===== src/rtl/switch_hex_debounce.sv =====
// switch_hex_debounce: synchronise and debounce NUM_CH slide switches onto LEDs and active-low 7-segment digits
//   CLOCK_50 : system clock, all state on the rising edge
//   RESET    : asynchronous active-high reset
//   SW       : raw switch levels, asynchronous to CLOCK_50
//   MODE     : 0 = digits show debounced state, 1 = digits show 4-bit rising-edge count
//   CLR_CNT  : synchronous clear of every edge counter
//   LEDR     : debounced switch state, bit i = channel i
//   HEX      : byte i = HEX[8*i+7:8*i] = {dp, g..a}, active-low
//   Optional: define SWHEX_DP_PULSE_EN to light each digit's DP for PULSE_CYCLES after a debounced transition
module switch_hex_debounce #(
    parameter int NUM_CH          = 6,
    parameter int DEBOUNCE_CYCLES = 500000,
    parameter int PULSE_CYCLES    = 12500000
) (
    input  logic                CLOCK_50,
    input  logic                RESET,
    input  logic [NUM_CH-1:0]   SW,
    input  logic                MODE,
    input  logic                CLR_CNT,
    output logic [NUM_CH-1:0]   LEDR,
    output logic [8*NUM_CH-1:0] HEX
);
    localparam int CW = $clog2(DEBOUNCE_CYCLES);
    // Segment patterns g..a (plus DP off) for 0..F, digit 0 in the lowest byte
    localparam logic [127:0] SEG = 128'h8E86A1C6_83889080_F8829299_B0A4F9C0;

    logic [NUM_CH-1:0]   sync1_q, sync2_q, stable_q, stable_d, dp;
    logic [CW-1:0]       db_q [NUM_CH];
    logic [CW-1:0]       db_d [NUM_CH];
    logic [3:0]          cnt_q [NUM_CH];
    logic [3:0]          cnt_d [NUM_CH];
    logic [8*NUM_CH-1:0] hex_q, hex_d;

    // Any cycle of agreement with the accepted level restarts the stability count
    always_comb begin
        stable_d = stable_q;
        for (int i = 0; i < NUM_CH; i++) begin
            db_d[i] = '0;
            if (sync2_q[i] != stable_q[i]) begin
                if (db_q[i] == CW'(DEBOUNCE_CYCLES - 1)) stable_d[i] = sync2_q[i];
                else db_d[i] = db_q[i] + 1'b1;
            end
            cnt_d[i] = CLR_CNT ? 4'd0 : (stable_d[i] && !stable_q[i]) ? cnt_q[i] + 4'd1 : cnt_q[i];
        end
    end

    always_comb begin
        hex_d = '1;
        for (int i = 0; i < NUM_CH; i++)
            hex_d[8*i +: 8] = {dp[i], MODE ? SEG[{cnt_q[i], 3'b000} +: 7] : (stable_q[i] ? 7'h79 : 7'h40)};
    end

`ifdef SWHEX_DP_PULSE_EN
    localparam int PW = $clog2(PULSE_CYCLES + 1);

    logic [PW-1:0] pulse_q [NUM_CH];
    logic [PW-1:0] pulse_d [NUM_CH];

    // DP is lit on the transition edge itself and while the reloaded window runs down
    always_comb begin
        dp = '1;
        for (int i = 0; i < NUM_CH; i++) begin
            pulse_d[i] = (stable_d[i] != stable_q[i]) ? PW'(PULSE_CYCLES - 1) :
                         (pulse_q[i] != '0) ? pulse_q[i] - 1'b1 : pulse_q[i];
            dp[i] = (stable_d[i] == stable_q[i]) && (pulse_q[i] == '0);
        end
    end

    always_ff @(posedge CLOCK_50 or posedge RESET) begin
        if (RESET) begin
            for (int i = 0; i < NUM_CH; i++) pulse_q[i] <= '0;
        end else begin
            pulse_q <= pulse_d;
        end
    end
`else
    // PULSE_CYCLES only matters when the pulse feature is built in
    logic unused_pulse;
    assign unused_pulse = ^PULSE_CYCLES;
    assign dp = '1;
`endif

    always_ff @(posedge CLOCK_50 or posedge RESET) begin
        if (RESET) begin
            sync1_q  <= '0;
            sync2_q  <= '0;
            stable_q <= '0;
            hex_q    <= {NUM_CH{8'hC0}};
            for (int i = 0; i < NUM_CH; i++) begin
                db_q[i]  <= '0;
                cnt_q[i] <= '0;
            end
        end else begin
            sync1_q  <= SW;
            sync2_q  <= sync1_q;
            stable_q <= stable_d;
            hex_q    <= hex_d;
            db_q     <= db_d;
            cnt_q    <= cnt_d;
        end
    end

    assign LEDR = stable_q;
    assign HEX  = hex_q;
endmodule


===== config.mk =====
export PLATFORM = sky130hd
export DESIGN_NAME = switch_hex_debounce
export DESIGN_NICKNAME = d
export VERILOG_FILES = /design/src/rtl/switch_hex_debounce.sv
export SDC_FILE = /design/constraint.sdc
export NUM_CORES = 1
export LEC_CHECK = 0
export BUFFER_PORTS_ARGS = -buffer_cell sky130_fd_sc_hd__buf_2
export CORE_MARGIN = 1.5
export CORE_UTILIZATION = 33
export CTS_BUF_LIST = sky130_fd_sc_hd__clkbuf_16
export CTS_CLUSTER_DIAMETER = 150
export DETAILED_ROUTE_END_ITERATION = 8
export PLACE_DENSITY_LB_ADDON = 0.08
export SYNTH_ARGS = -nofsm -noshare
export SYNTH_HDL_FRONTEND = slang
export SYNTH_SLANG_ARGS = --single-unit

===== constraint.sdc =====
create_clock -name CLOCK_50 -period 18.1 [get_ports CLOCK_50]
set_input_delay 1.81 -clock CLOCK_50 [delete_from_list [all_inputs] [get_ports CLOCK_50]]
set_output_delay 1.81 -clock CLOCK_50 [all_outputs]
set_load 0.01 [all_outputs]

* Word level (Yosys, flattened, before mapping) *
Index checks and enable logic that the tools add are counted.

storage, ports and cells
  flip-flop bits (word level) = 198
  input port bits = 10
  output and inout port bits = 54
  word-level logic and storage cells = 112

operators by class
  add/sub/neg operators = 12
  equal/unequal tests = 12
  shifts and indexed selects = 6
  muxes and demuxes = 48
  reduce and logical (&&, ||, !) cells = 18

operators by type and width
  kind                                                                            count
  128-bit by 8-bit variable part select with 7-bit output (first input constant)  6
  19-bit 2-to-1 mux                                                               12
  19-bit by 1-bit adder with 19-bit output (second input constant)                6
  19-bit equality test (second input constant)                                    6
  4-bit 2-to-1 mux                                                                12
  7-bit 2-to-1 mux                                                                6
  6-bit 2-to-1 mux                                                                6
  4-bit by 1-bit adder with 4-bit output (second input constant)                  6
  1-bit 2-to-1 mux                                                                12
  2-bit nonzero test                                                              6
  1-bit logical AND                                                               6
  1-bit logical NOT                                                               6
  1-bit != test                                                                   6

* Logic depth before layout (Yosys ltp) *
Gate-level depths: netlist of the first run.

  depth in word-level cells = 6
  mapped depth = 7
  depth with buffers taken out = 6

* Worst setup path before layout of the first run *
No wires, ideal clock.

  kind = input to register
  start point = in MODE
  end point = reg hex_q[14], in the netlist HEX[14]
  library setup time = 108 ps
  data arrival time = 2544 ps
  required time = 17992 ps
  setup slack = 15448 ps
  stages on the path = 3
  path buffers = 2
  path through = clkbuf_1 -> clkbuf_1 -> o311ai_0

on the way
  longest elaborated chain between the ends = 1

RTL lines
  element                 RTL line  RTL
  start: declaration      18        input logic MODE,
  7-bit 2-to-1 mux        50        hex_d[8*i +: 8] = {dp[i], MODE ? SEG[{cnt_q[i], 3'b000} +: 7] : (stable_q[i] ? 7'h79 : 7'h40)};
  via hex_d[14]           32        logic [8*NUM_CH-1:0] hex_q, hex_d;
  end signal: assignment  88        hex_q <= {NUM_CH{8'hC0}};
  end: declaration        32

The timed path passes the listed nets, and every way through them passes these cells.
A chain may end at the register's enable or synchronous reset.

* Final worst setup path of the first run *
  start point = reg stable_q[3], in the netlist LEDR[3]
  end point = out LEDR[3]

RTL lines
  element                   RTL line  RTL
  start: declaration        27        logic [NUM_CH-1:0] sync1_q, sync2_q, stable_q, stable_d, dp;
  start signal: assignment  96        stable_q <= stable_d;
  end: declaration          20        output logic [NUM_CH-1:0] LEDR,

No word-level cell between the ends.

==> results.toml, run 1 <==
[critical_path]
critical_path.cell_chain = "buf_2"
crit_type = "reg -> out"
timing.rr.end = "db_q[14]"
arrival_ps = 1180
r2r.worst_path.cells = 4
path_buf_inv = 1
worst_setup_path_end_kind = "primary output"
crit_path_start_kind = "register"
crit_path_max_fanout = 7
cp.required_ps = 16290
worst_path_max_delay_cell = "dfrtp_1"
reg2reg_slack_ps = 15790
cp_top_family = "flip-flops"
max_stage_delay_ps = 540
timing.rr.start = "db_q[11]"
crit_cells = 1

[min_path]
worstHoldPathCells = 0
hold_end = "sync2_q[4]"
min_path_type = "reg -> reg"
hold_path.startpoint = "sync1_q[4]"

[cells_and_area]
final_nets = 1152
n_fill_cell = 3102
diodes = 0
multi_input_area_sq_um = 5109
drive_above_1_share_pct = 12.13
final_cells = 1509
area_growth_pct = 11.11
seqCellArea_sq_um = 4962

[timing]
fin_skew_ps = 9.823
setup_tns_ps = 0
period_share_pct = 16.53
tightest_slew_ps = 969.9
hold_viol_final = 0
clock.fmax_ghz = 0.3343
slew_violations = 0
setup_violations = 0
slew_headroom_pct = 35.34
timing.hold.ws_ps = 349.9
rsz0062_at_grt = "no"
post-route-min-period_ps = 2991

[grt]
grt_overflow = 0
grt_start_max_net_pins = 138
grt_pass1_wl_mm = 38.54
antenna_found_initial = 0
grt_use_total_pct = 14.45
grt_pass1_vias = 7382

[die]
initial_core_util_pct = 33.87
design.core.area_sq_um = 30830
dieHeight_um = 180.9
io_pins = 64
fp-row-count = 64
die-area_sq_um = 32720
die_w_um = 180.9

[synth]
yosys.area.top_type = "dfrtp_1"
synth_warnings = 0
ys_async_sr_fraction_pct = 100.0
yosys-top-cells-area = "dfrtp_1 (46%), ha_1 (5.0%), nor2_1 (4.3%)"
synth_edf_count = 0
synth_area_per_cell_sq_um = 9.814
synth_top_area_share_pct = 46.01
synthCells = 1064
ys_types = 60
yosysMostFrequentCell = "dfrtp_1"
ys_ff_latch = 198
yosysSeqAreaShare_pct = 47.52
synth_flop_cell = "dfrtp_1"
synthTopCellsByCount = "dfrtp_1 (192), nor2_1 (120), nand3_1 (61), nand2_1 (60), a21oi_1 (54)"
syn-cell-area_sq_um = 10440

[power_and_ir_drop]
clkPwrFrac_pct = 43.5
leakagePower_nw = 4.647
power_frac_seq_pct = 53.0
p_int_mw = 0.6579
p_total_mw = 0.8552
p_sw_mw = 0.1973
switching_share_pct = 23.07
combPwrFrac_pct = 3.4
irDropWorstVdd_uv = 64.31
cellPowerDensity_nw_per_um2 = 73.71

[clock_network]
cts-root-buf = "clkbuf_16"
cts-resized-gates = 0
h-tree-depth = 4
cts.path.max_buffers = 2
post_cts_buffers = 0
cts_made_buffers = 17
clock_latency_ps = 430
cts_tree = "yes"
cts.reportedPaths.clkPinSlew_ps = 70
cts.sink_count = 198
postCtsHoldBufs = 0

[placement]
port_buffers = 57
globalplace.congestion = 0.7628
dp.cells = 1477
dp_hpwl_mm = 15.10

[flow_run]
max-cap-violations = 0

[drt]
via_per_inst = 5.059
vias = 7634
drt_iter0_markers = 386
routed_wl_mm = 22.56
drtPass1Iterations = 6
wl_per_cell_um = 14.95
drtAntennaViolNets = 0
drc_errors = 0

[outcome]
status = "complete, no violations"
## cell usage in the layout (no fill, tap or decap), types with 13 or more instances in the layout
cell       count
a21oi_1       54
and4_1        15
buf_2         57
clkbuf_16     17
dfrtp_1      192
ha_1          42
inv_1         38
mux2_2        20
mux2i_1       13
nand2_1       60
nand3_1       61
nand4_1       38
nor2_1       120
nor3_1        19
nor4_1        21
o21ai_0       51
o31ai_1       20
or3_1         20
or4_1         20
xnor2_1       44
xor2_1        40
## kinds of logic (layout without fill, tap and decap cells)
kind of cell / Yosys count / in the layout / synth area share [%]
compound gates: 174 / 174 / 10.04
xor+xnor: 84 / 84 / 7.045
fa+ha+maj: 42 / 42 / 5.032
buf+inv: 88 / 132 / 3.738
flops: 198 / 198 / 47.52
mux: 36 / 36 / 4.050
other cells: 1 / 6 / 0.03591
simple gates: 441 / 441 / 22.54
## area by class of cell
type	instances	share of cell area [%]
Sequential cell	198	42.77
Clock inverter	15	1.186
Tap cell	396	4.270
Multi-Input combinational cell	783	44.03
Clock buffer	17	3.667
Timing Repair Buffer	62	2.782
Inverter	38	1.294
## power groups by stage
stage	clock (mW)	combinational (mW)	sequential, mW
2_1_floorplan	0	0.0213	0.462
3_3_place_gp	0	0.0311	0.462
3_5_place_dp	0	0.0311	0.462
4_1_cts	0.390	0.0311	0.453
5_1_grt	0.407	0.0344	0.454
6_report	0.372	0.0294	0.454
## stage by stage
stage / util (%) / setup slack, ps / instance area [sq um]
after global routing: 37.63 / 14790 / 11600
after floorplan: - / 10900 / 10460
after CTS: 37.63 / 14990 / 11600
final: 37.63 / 15110 / 11600
after global placement: 35.81 / 14500 / 11040
after detailed placement: 35.81 / 14510 / 11040
## worst max-delay path by stage
stage                     startpoint  endpoint  slack (ps)
after global placement         RESET  db_q[24]       14500
after CTS                      RESET  db_q[33]       14990
after global routing           RESET  db_q[46]       14790
final                        LEDR[3]   LEDR[3]       15110
after floorplan                RESET    HEX[0]       10900
after detailed placement       RESET  db_q[24]       14510
## layer usage
metal	vias to the layer above	wire, um	global-route usage (%)
li1	3845	-	-
met1	3683	11460	20.01
met2	96	10280	23.03
met3	10	599	2.802
met4	0	221	3.866
met5	-	0	0
## registers in the layout (all words and copies together) (netlist names)
name	cells
HEX	42
LEDR	6
cnt_q	24
db_q	114
sync1_q	6
sync2_q	6
No activity file was read; power rests on OpenSTA's default activity.
==> inputs of run 2 (changes only) <==
==> constraint.sdc (replaced) <==
create_clock -name CLOCK_50 -period 3 [get_ports CLOCK_50]
set_input_delay 0.3 -clock CLOCK_50 [delete_from_list [all_inputs] [get_ports CLOCK_50]]
set_output_delay 0.3 -clock CLOCK_50 [all_outputs]
set_load 0.01 [all_outputs]
==> run 2 against run 1 <==
  * Clock skew increased by 0.51 ps
  * Register-to-register slack got worse by 15000 ps
  * Hold slack improved by 1.3 ps
  * Final cell count increased by 0.73%
  * Non-clock buffer count increased by 11
  * Via count about the same
==> results.toml, run 2 (synthesis gave the netlist of run 1 again) <==
[power_and_ir_drop]
leakagePower_nw = 4.681
p_sw_mw = 1.195
cellPowerDensity_nw_per_um2 = 435.1
irDropWorstVdd_uv = 379.8
combPwrFrac_pct = 3.8
clkPwrFrac_pct = 42.5
power_frac_seq_pct = 53.7
p_int_mw = 3.897
p_total_mw = 5.092
switching_share_pct = 23.46

[min_path]
min_path_type = "reg -> reg"

[critical_path]
max_stage_delay_ps = 580
crit_path_start_kind = "register"
reg2reg_slack_ps = 820
worst_setup_path_end_kind = "register"
arrival_ps = 2470
crit_type = "reg -> reg"
cp.required_ps = 3290
crit_path_max_fanout = 17
critical_path.cell_chain = "or4_1 -> or3_1 -> o21bai_2 -> nor2_1"
worst_path_max_delay_cell = "o21bai_2"

[clock_network]
cts.reportedPaths.clkPinSlew_ps = 70
cts.path.max_buffers = 2
cts-root-buf = "clkbuf_16"
cts-resized-gates = 0
clock_latency_ps = 440
h-tree-depth = 4
cts_made_buffers = 17
cts_tree = "yes"
cts.sink_count = 198

[cells_and_area]
final_common_cell = "dfrtp_1"
top_register = "db_q"
largest_register_ffs = 114
final_cells = 1520
area_growth_pct = 12.07
drive_above_1_share_pct = 12.19
n_fill_cell = 3117
diodes = 0
final_nets = 1163
mostFrequentLayoutCells = "dfrtp_1 (192), nor2_1 (120), nand3_1 (61), nand2_1 (60), buf_2 (57)"

[grt]
antenna_found_initial = 1
grt_pass1_wl_mm = 37.92
grt_start_max_net_pins = 79
grt_use_total_pct = 14.14
grt_overflow = 0
grt_pass1_vias = 7487

[timing]
period_share_pct = 72.50
hold_viol_final = 0
post-route-min-period_ps = 2175
rsz0062_at_grt = "no"
setup_violations = 0
tightest_slew_ps = 853.8
fin_skew_ps = 10.34
clock.fmax_ghz = 0.4598
fin_ws_ps = 824.9
timing.hold.ws_ps = 351.1
slew_violations = 0
slew_headroom_pct = 43.08
setup_tns_ps = 0

[flow_run]
max-cap-violations = 0

[die]
design.core.area_sq_um = 30830
initial_core_util_pct = 33.87
fp-row-count = 64
die-area_sq_um = 32720
dieHeight_um = 180.9
io_pins = 64
die_w_um = 180.9

[drt]
via_per_inst = 5.027
drtPass1Iterations = 6
vias = 7641
wl_per_cell_um = 14.61
drt_iter0_markers = 449
drc_errors = 0
routed_wl_mm = 22.21
drtAntennaViolNets = 0

[placement]
dp.cells = 1481
dp_slack_ps = 791.3
port_buffers = 57
globalplace.congestion = 0.7747
dp_hpwl_mm = 15.32

[outcome]
status = "complete, no violations"
==> run 2: worst paths after layout <==
| kind | startpoint | end | depth (start not counted) |
|---|---|---|---|
| worst min register to register | sync1_q[3] | sync2_q[3] | 0 |
| max in group asynchronous | RESET | HEX[30] | 4 |
| worst max-delay path | db_q[31] | db_q[29] | 4 |
| min in group asynchronous | RESET | sync2_q[1] | 3 |
| worst min-delay path | sync1_q[3] | sync2_q[3] | 0 |
| worst max register to register | db_q[31] | db_q[29] | 4 |
==> run 2: final cells by class <==
type                            instances  area [sq um]  share of cell area [%]
Clock inverter                         15         116.4                  0.9943
Sequential cell                       198          4962                   42.40
Multi-Input combinational cell        783          5109                   43.65
Tap cell                              396         495.5                   4.234
Clock buffer                           17         425.4                   3.635
Timing Repair Buffer                   73         447.9                   3.828
Inverter                               38         146.4                   1.251
==> run 2: worst max-delay path: cells and delay by family, from the launching register on <==
kind             cells  cell delay, ps
AND/OR/NAND/NOR      3            1020
AO/OA/AOI/OAI        1             580
flip-flops           1             420
==> run 2: what timing repair did <==
item	in CTS	in global routing
hold buffers	7	0
hold endpoints to repair	18	0
setup buffers	0	0
==> run 2: power by group through the flow <==
stage	combinational (mW)	clock (mW)	sequential, mW
final	0.192	2.17	2.73
after CTS	0.202	2.27	2.73
after global routing	0.222	2.37	2.74
after floorplan	0.129	0	2.78
after detailed placement	0.195	0	2.79
after global placement	0.196	0	2.79
==> run 2: routing by layer <==
| metal | track usage, % | up-vias | routed length (um) |
|---|---|---|---|
| li1 | - | 3885 | - |
| met4 | 3.496 | 0 | 165 |
| met1 | 19.40 | 3673 | 11220 |
| met3 | 3.104 | 12 | 541 |
| met5 | 0 | - | 0 |
| met2 | 22.63 | 71 | 10280 |
==> run 2: per-stage QoR <==
step | instance area [sq um] | util (%)
floorplan | 10470 | -
global placement | 11090 | 35.97
detailed placement | 11090 | 35.97
CTS | 11700 | 37.96
global route | 11700 | 37.96
finish | 11700 | 37.96
